==> src/rtl/muldiv_pkg.sv <==
// muldiv_pkg: shared definitions for the HI/LO sequencer.
//   - op encodings carried on ex_op
//   - FSM state encoding used by muldiv_ctrl
//   - divider iteration count (fixed at the 32-bit operand width)
//   - small helpers for magnitude and sign restoration of divide operands/results
package muldiv_pkg;

   localparam logic [2:0] OP_MULT  = 3'd0;
   localparam logic [2:0] OP_MULTU = 3'd1;
   localparam logic [2:0] OP_DIV   = 3'd2;
   localparam logic [2:0] OP_DIVU  = 3'd3;
   localparam logic [2:0] OP_MTHI  = 3'd4;
   localparam logic [2:0] OP_MTLO  = 3'd5;

   localparam logic [1:0] ST_IDLE = 2'd0;
   localparam logic [1:0] ST_MUL  = 2'd1;
   localparam logic [1:0] ST_DIV  = 2'd2;
   localparam logic [1:0] ST_DONE = 2'd3;

   localparam int DIV_CYCLES = 32;

   // Absolute value when the op is signed; raw value otherwise.
   // 0x8000_0000 maps to itself, which is the correct unsigned magnitude.
   function automatic logic [31:0] mag32(input logic [31:0] v, input logic is_signed);
      return (is_signed && v[31]) ? (~v + 32'd1) : v;
   endfunction

   // Two's-complement negate when neg is set.
   function automatic logic [31:0] neg_if(input logic [31:0] v, input logic neg);
      return neg ? (~v + 32'd1) : v;
   endfunction

endpackage

==> src/rtl/muldiv_div_iter.sv <==
// div_iter: 32-bit unsigned restoring divider, one quotient bit per step.
//   clk    in   clock
//   start  in   load dividend a / divisor b, clear partial remainder
//   a      in   dividend (magnitude)
//   b      in   divisor (magnitude)
//   step   in   perform one restoring iteration this cycle
//   q      out  quotient bits after the current step (combinational look-ahead)
//   r      out  partial remainder after the current step (combinational look-ahead)
// q/r show the result of the step being taken this cycle, so after the
// 32nd step the owner can capture the final quotient/remainder on the
// same edge that the step registers.
module div_iter
(
   input  logic        clk,
   input  logic        start,
   input  logic [31:0] a,
   input  logic [31:0] b,
   input  logic        step,
   output logic [31:0] q,
   output logic [31:0] r
);

   logic [31:0] quo;
   logic [31:0] rem;
   logic [31:0] dvs;
   logic [32:0] shifted;
   logic        ge;

   // Bring the next dividend bit into the remainder; subtract if it fits.
   assign shifted = {rem, quo[31]};
   assign ge      = shifted >= {1'b0, dvs};
   assign q       = {quo[30:0], ge};
   assign r       = ge ? 32'(shifted - {1'b0, dvs}) : shifted[31:0];

   always_ff @(posedge clk) begin
      if (start) begin
         quo <= a;
         rem <= '0;
         dvs <= b;
      end else if (step) begin
         quo <= q;
         rem <= r;
      end
   end

endmodule

==> src/rtl/muldiv_ctrl.sv <==
// muldiv_ctrl: sequences HI/LO-producing ops sitting in EX.
//   clk            in   clock
//   resetn         in   async active-low reset
//   ex_op_valid    in   HI/LO op present in EX
//   ex_op          in   op code (muldiv_pkg OP_*)
//   src_a, src_b   in   rs / rt values
//   ex_hold        in   EX held by other causes
//   flush          in   exception/eret flush, kills the EX op
//   div_mul_stall  out  hold ID/EX while a multiply/divide is in flight
//   hi, lo         out  architectural HI/LO
//   busy           out  FSM not idle
// MUL_CYCLES sets the multiplier register depth (1..15).
module muldiv_ctrl
   import muldiv_pkg::*;
#(
   parameter int MUL_CYCLES = 2
)
(
   input  logic        clk,
   input  logic        resetn,
   input  logic        ex_op_valid,
   input  logic [2:0]  ex_op,
   input  logic [31:0] src_a,
   input  logic [31:0] src_b,
   input  logic        ex_hold,
   input  logic        flush,
   output logic        div_mul_stall,
   output logic [31:0] hi,
   output logic [31:0] lo,
   output logic        busy
);

   logic [1:0]  state;
   logic [4:0]  cnt;
   logic [31:0] res_hi;
   logic [31:0] res_lo;
   logic        is_mul_op;
   logic        is_div_op;
   logic        op_signed;
   logic        accept;

   assign is_mul_op = (ex_op == OP_MULT) || (ex_op == OP_MULTU);
   assign is_div_op = (ex_op == OP_DIV)  || (ex_op == OP_DIVU);
   assign op_signed = (ex_op == OP_MULT) || (ex_op == OP_DIV);
   assign accept    = (state == ST_IDLE) && ex_op_valid && (is_mul_op || is_div_op) && !flush;
   assign busy      = (state != ST_IDLE);

   // Stall never looks at ex_hold: DONE releases the pipeline even while held.
   always_comb begin
      div_mul_stall = 1'b0;
      if (resetn && !flush) begin
         case (state)
            ST_IDLE: div_mul_stall = accept;
            ST_MUL,
            ST_DIV:  div_mul_stall = ex_op_valid;
            default: div_mul_stall = 1'b0;
         endcase
      end
   end

   // ---- multiplier stage p0: extend operands to 64 bits (sign or zero) ----
   logic signed [63:0] mul_a_p0;
   logic signed [63:0] mul_b_p0;
   logic signed [63:0] prod_p [MUL_CYCLES];
   logic [MUL_CYCLES-1:0] vld_p;

   assign mul_a_p0 = {{32{op_signed & src_a[31]}}, src_a};
   assign mul_b_p0 = {{32{op_signed & src_b[31]}}, src_b};

   // ---- multiplier stages p1..pN: product captured at accept, then shifted ----
   always_ff @(posedge clk) begin
      if (accept && is_mul_op)
         prod_p[0] <= mul_a_p0 * mul_b_p0;
      for (int i = 1; i < MUL_CYCLES; i++)
         prod_p[i] <= prod_p[i-1];
   end

   always_ff @(posedge clk or negedge resetn) begin
      if (!resetn) begin
         vld_p <= '0;
      end else begin
         vld_p[0] <= accept && is_mul_op;
         for (int i = 1; i < MUL_CYCLES; i++)
            vld_p[i] <= vld_p[i-1];
      end
   end

   // ---- divider: magnitudes in, sign restored on the way out ----
   logic [31:0] div_q;
   logic [31:0] div_r;
   logic [31:0] a_mag_l;
   logic        q_neg_l;
   logic        r_neg_l;
   logic        div_zero_l;
   logic [31:0] q_fix;
   logic [31:0] r_fix;

   div_iter u_div_iter (
      .clk   (clk),
      .start (accept && is_div_op),
      .a     (mag32(src_a, op_signed)),
      .b     (mag32(src_b, op_signed)),
      .step  (state == ST_DIV),
      .q     (div_q),
      .r     (div_r)
   );

   always_ff @(posedge clk) begin
      if (accept && is_div_op) begin
         a_mag_l    <= mag32(src_a, op_signed);
         q_neg_l    <= op_signed && (src_a[31] ^ src_b[31]);
         r_neg_l    <= op_signed && src_a[31];
         div_zero_l <= (src_b == 32'd0);
      end
   end

   // Divide-by-zero: all-ones quotient magnitude and |a| remainder before sign fix.
   assign q_fix = neg_if(div_zero_l ? 32'hFFFF_FFFF : div_q, q_neg_l);
   assign r_fix = neg_if(div_zero_l ? a_mag_l : div_r, r_neg_l);

   // ---- control FSM and architectural HI/LO ----
   always_ff @(posedge clk or negedge resetn) begin
      if (!resetn) begin
         state  <= ST_IDLE;
         cnt    <= '0;
         hi     <= '0;
         lo     <= '0;
         res_hi <= '0;
         res_lo <= '0;
      end else if (flush) begin
         state <= ST_IDLE;
         cnt   <= '0;
      end else begin
         case (state)
            ST_IDLE: begin
               if (accept) begin
                  if (is_mul_op) begin
                     state <= ST_MUL;
                     cnt   <= 5'(MUL_CYCLES - 1);
                  end else begin
                     state <= ST_DIV;
                     cnt   <= 5'(DIV_CYCLES - 1);
                  end
               end else if (ex_op_valid && !ex_hold) begin
                  if (ex_op == OP_MTHI)
                     hi <= src_a;
                  else if (ex_op == OP_MTLO)
                     lo <= src_a;
               end
            end
            ST_MUL: begin
               if (!ex_op_valid) begin
                  state <= ST_IDLE;
                  cnt   <= '0;
               end else if (cnt == 5'd0 && vld_p[MUL_CYCLES-1]) begin
                  res_hi <= prod_p[MUL_CYCLES-1][63:32];
                  res_lo <= prod_p[MUL_CYCLES-1][31:0];
                  state  <= ST_DONE;
               end else if (cnt != 5'd0) begin
                  cnt <= cnt - 5'd1;
               end
            end
            ST_DIV: begin
               if (!ex_op_valid) begin
                  state <= ST_IDLE;
                  cnt   <= '0;
               end else if (cnt == 5'd0) begin
                  res_hi <= r_fix;
                  res_lo <= q_fix;
                  state  <= ST_DONE;
               end else begin
                  cnt <= cnt - 5'd1;
               end
            end
            ST_DONE: begin
               if (!ex_hold) begin
                  hi    <= res_hi;
                  lo    <= res_lo;
                  state <= ST_IDLE;
               end
            end
            default: state <= ST_IDLE;
         endcase
      end
   end

endmodule

==> config.mk <==
export PLATFORM = sky130hd
export DESIGN_NAME = muldiv_ctrl
export DESIGN_NICKNAME = d
export VERILOG_FILES = /design/src/rtl/muldiv_pkg.sv /design/src/rtl/muldiv_div_iter.sv /design/src/rtl/muldiv_ctrl.sv
export SDC_FILE = /design/constraint.sdc
export NUM_CORES = 2
export LEC_CHECK = 0
export ABC_AREA = 1
export BUFFER_PORTS_ARGS = -buffer_cell sky130_fd_sc_hd__buf_4
export CAP_MARGIN = 10
export CORE_UTILIZATION = 60
export DETAILED_ROUTE_END_ITERATION = 8
export PLACE_DENSITY_LB_ADDON = 0.25
export SYNTH_ARGS = -nofsm -noshare
export SYNTH_HDL_FRONTEND = slang
export SYNTH_HIERARCHICAL = 1
export SYNTH_SLANG_ARGS = --single-unit
==> constraint.sdc <==
create_clock -name clk -period 5.24 [get_ports clk]
set_clock_uncertainty 0.05 [all_clocks]
set_input_delay 0.524 -clock clk [delete_from_list [all_inputs] [get_ports clk]]
set_output_delay 0.524 -clock clk [all_outputs]
set_load 0.01 [all_outputs]
==> impl_results.md <==
- CTS tree: done
- First-pass GRT wire length: 331000 µm
- Port buffer count: 137
- GPL Wtd Cong: 1.036
- Initial Util: 60.75%
- WP data required: 5.63 ns
- FP Rows: 117
- Max-cap violations: 0
- Worst Tran Pin Value: 1.214 ns
- Grt ovf: 0
- Slowest-stage cell, CP: fa_1
- Dpl hpwl: 178600 µm
- WP buf/inv: 11
- Drt drc: 0
- Final Hold Vio Count: 0
- CP most frequent cell: fa_1
- Fin. max-slew vios: 0
- I/O pin total: 138
- Main synth FF type: edfxtp_1
- Number of flops mapped to enable cells by yosys: 163
- Inst Count DP: 9766
- Total Wirelength: 220900 µm
- WHS: 0.2520 ns
- Syn Area/Cell: 7.742 µm²
- Routed WL per cell: 22.22 µm
- Via density: 5.549
- Yosys reg bits: 396
- DP Area: 69850 µm²
- TritonCTS Buffers: 42
- Outcome: finished with violations
- Post-DRT Antenna Nets: 0
- Non-Filler Instances: 9941
- GRT Util Overall: 42.72%
- Worst Path Arrival: 7.19 ns
- Ys Warns: 6
- Critical Path Sink Type: flip-flop
- Failing checks: negative setup slack
- RSZ-0062 raised after global routing: yes
- Setup Viol. Count Final: 54
- Synth top cells by count: 2400 x nand2_1, 1915 x inv_1, 1126 x fa_1
- Final worst slack: -1.560 ns
- Relative slew slack: 18.97%
- Full die area: 104600 µm²
- Clock Tree Buf Depth: 3
- Synth unique cells: 53
- Sinks on Clock Net: 396
- Peak fanout along the critical path: 8
- Sequential fraction of the synthesis area: 16.53%
- Area added between synthesis and finish: 21.77%
- Synth area leader: fa_1
- Post-Syn Area: 61990 µm²
- Core Region: 102000 µm²
- Syn Nets: 9460
- Max incr delay on CP: 0.59 ns
- Top Family by Delay on Critical Path: adder cells
- First DRT Iteration DRCs: 5203
- Number of global-route vias before repair: 56772
- Cells after Synth: 8007
- Final instance area: 75480 µm²
- DIE WIDTH: 323.4 µm
- Critical path class: input port to flip-flop
- Synth area leaders: fa_1 36%, nand2_1 15%, inv_1 12%, edfxtp_1 7.9%, dfrtp_1 5.5%
- Vias: 55165
- First drt pass iteration count: 7
- Share of layout cells above drive strength 1: 19.76%
- Upper clock frequency limit: 147.1 MHz
- Largest net degree at the start of global routing: 116
- CTS H-tree lvls: 2
- Count leader, synth: nand2_1
- Clock transition at path regs: 0.07 ns
- Die height: 323.4 µm
- Share of the synthesized area in the top cell type: 36.36%
- Final #Nets: 9992
- Tmin final: 6.800 ns
- Post-synth ARST share: 34.60%
- Hold Path Class: input port to flip-flop
- Root Driver: clkbuf_16
- CP Launch Type: input port
- Period utilisation layout: 129.8%
- Antenna violations before repair: 8
- Clock Latency Late Sink: 0.60 ns
==> worst paths after layout <==
path                                           end  slack, ns                         start  depth (start not counted)
max reg2reg                 res_hi[30]$_DFFE_PN0P_       0.82  u_div_iter/dvs[30]$_DFFE_PP_                         23
max                        prod_p[0][47]$_DFFE_PP_      -1.56                      ex_op[0]                         29
min reg2reg                  prod_p[0][85]$_DFF_P_       0.29       prod_p[0][21]$_DFFE_PP_                          0
min                             vld_p[0]$_DFF_PN0_       0.25                      ex_op[1]                          2
min in group asynchronous   res_lo[10]$_DFFE_PN0P_       0.39                        resetn                          2
max in group asynchronous    res_hi[8]$_DFFE_PN0P_       3.70                        resetn                          3
==> flip-flops by register name, summed over array words and instances (netlist names) <==
signal / count
div_zero_l: 1
a_mag_l: 32
vld_p: 2
prod_p: 128
res_hi: 32
lo: 32
cnt: 5
state: 2
r_neg_l: 1
u_div_iter/quo: 32
res_lo: 32
hi: 32
u_div_iter/dvs: 32
u_div_iter/rem: 32
q_neg_l: 1
==> timing repair <==
action,4_1_cts,5_1_grt
hold buffers,1,0
buffers inserted,68,34
gates resized for setup,573,231
hold endpoints to repair,41,0
pin swaps,195,138
cloned,4,0
endpoints found under the setup margin,54,54
==> layer usage <==
metal / up-vias / wire (µm) / global-route usage (%)
met5: - / 56 / 0
met1: 26842 / 77950 / 52.04
met2: 3153 / 101000 / 67.94
li1: 24252 / - / -
met4: 10 / 17680 / 27.59
met3: 908 / 24240 / 10.51
==> cell families after synthesis <==
family | after synthesis | synth area share (%)
compound gates | 382 | 3.554
xor+xnor | 132 | 1.865
fa+ha+maj | 1381 | 41.51
buf+inv | 2317 | 14.46
flops | 396 | 16.53
simple gates | 3399 | 22.08
==> cell usage in the layout (no fill, tap or decap), types with 12 or more instances in the layout <==
cell type / n
fa_2: 61
inv_1: 1822
nand2_2: 113
fa_1: 1065
buf_4: 666
nand4_1: 36
ha_4: 68
inv_2: 89
nand2_1: 2266
and2_1: 19
o21ai_0: 69
a21oi_2: 34
edfxtp_1: 163
nand3_2: 20
nand3b_1: 14
dfxtp_1: 96
buf_12: 82
clkbuf_16: 45
o21ai_1: 23
xor2_1: 81
o21ai_2: 19
o21ai_4: 12
a31oi_1: 71
a21oi_4: 30
a21oi_1: 58
nor2_4: 81
ha_1: 186
dfrtp_1: 137
xnor2_1: 26
buf_6: 98
nor2_1: 426
nor2_2: 84
buf_8: 27
nand3_1: 215
nand2_4: 52
nor3_1: 33
==> cell type report <==
| cell class | count | area [µm²] |
|---|---|---|
| Clock inverter | 26 | 300.3 |
| Clock buffer | 51 | 1179 |
| Timing Repair Buffer | 882 | 8391 |
| Inverter | 1922 | 7258 |
| Fill cell | 7569 | 26550 |
| Antenna cell | 1 | 2.502 |
| Tap cell | 1368 | 1712 |
| Multi-Input combinational cell | 5294 | 46390 |
| Sequential cell | 396 | 10240 |
| Timing Repair inverter | 1 | 8.758 |
==> through the flow <==
step,utilization (%),worst slack [ns],setup TNS (ns)
2_1_floorplan,-,-1.997,-66.01
3_3_place_gp,68.46,-2.548,-108.20
3_5_place_dp,68.46,-2.476,-110.34
4_1_cts,72.84,-1.529,-62.67
5_1_grt,73.97,-1.739,-76.55
6_report,73.98,-1.560,-68.49
Power is left out: the tool's default activity adds up to more than one toggle a clock period on the data nets, which glitch-free logic cannot reach.
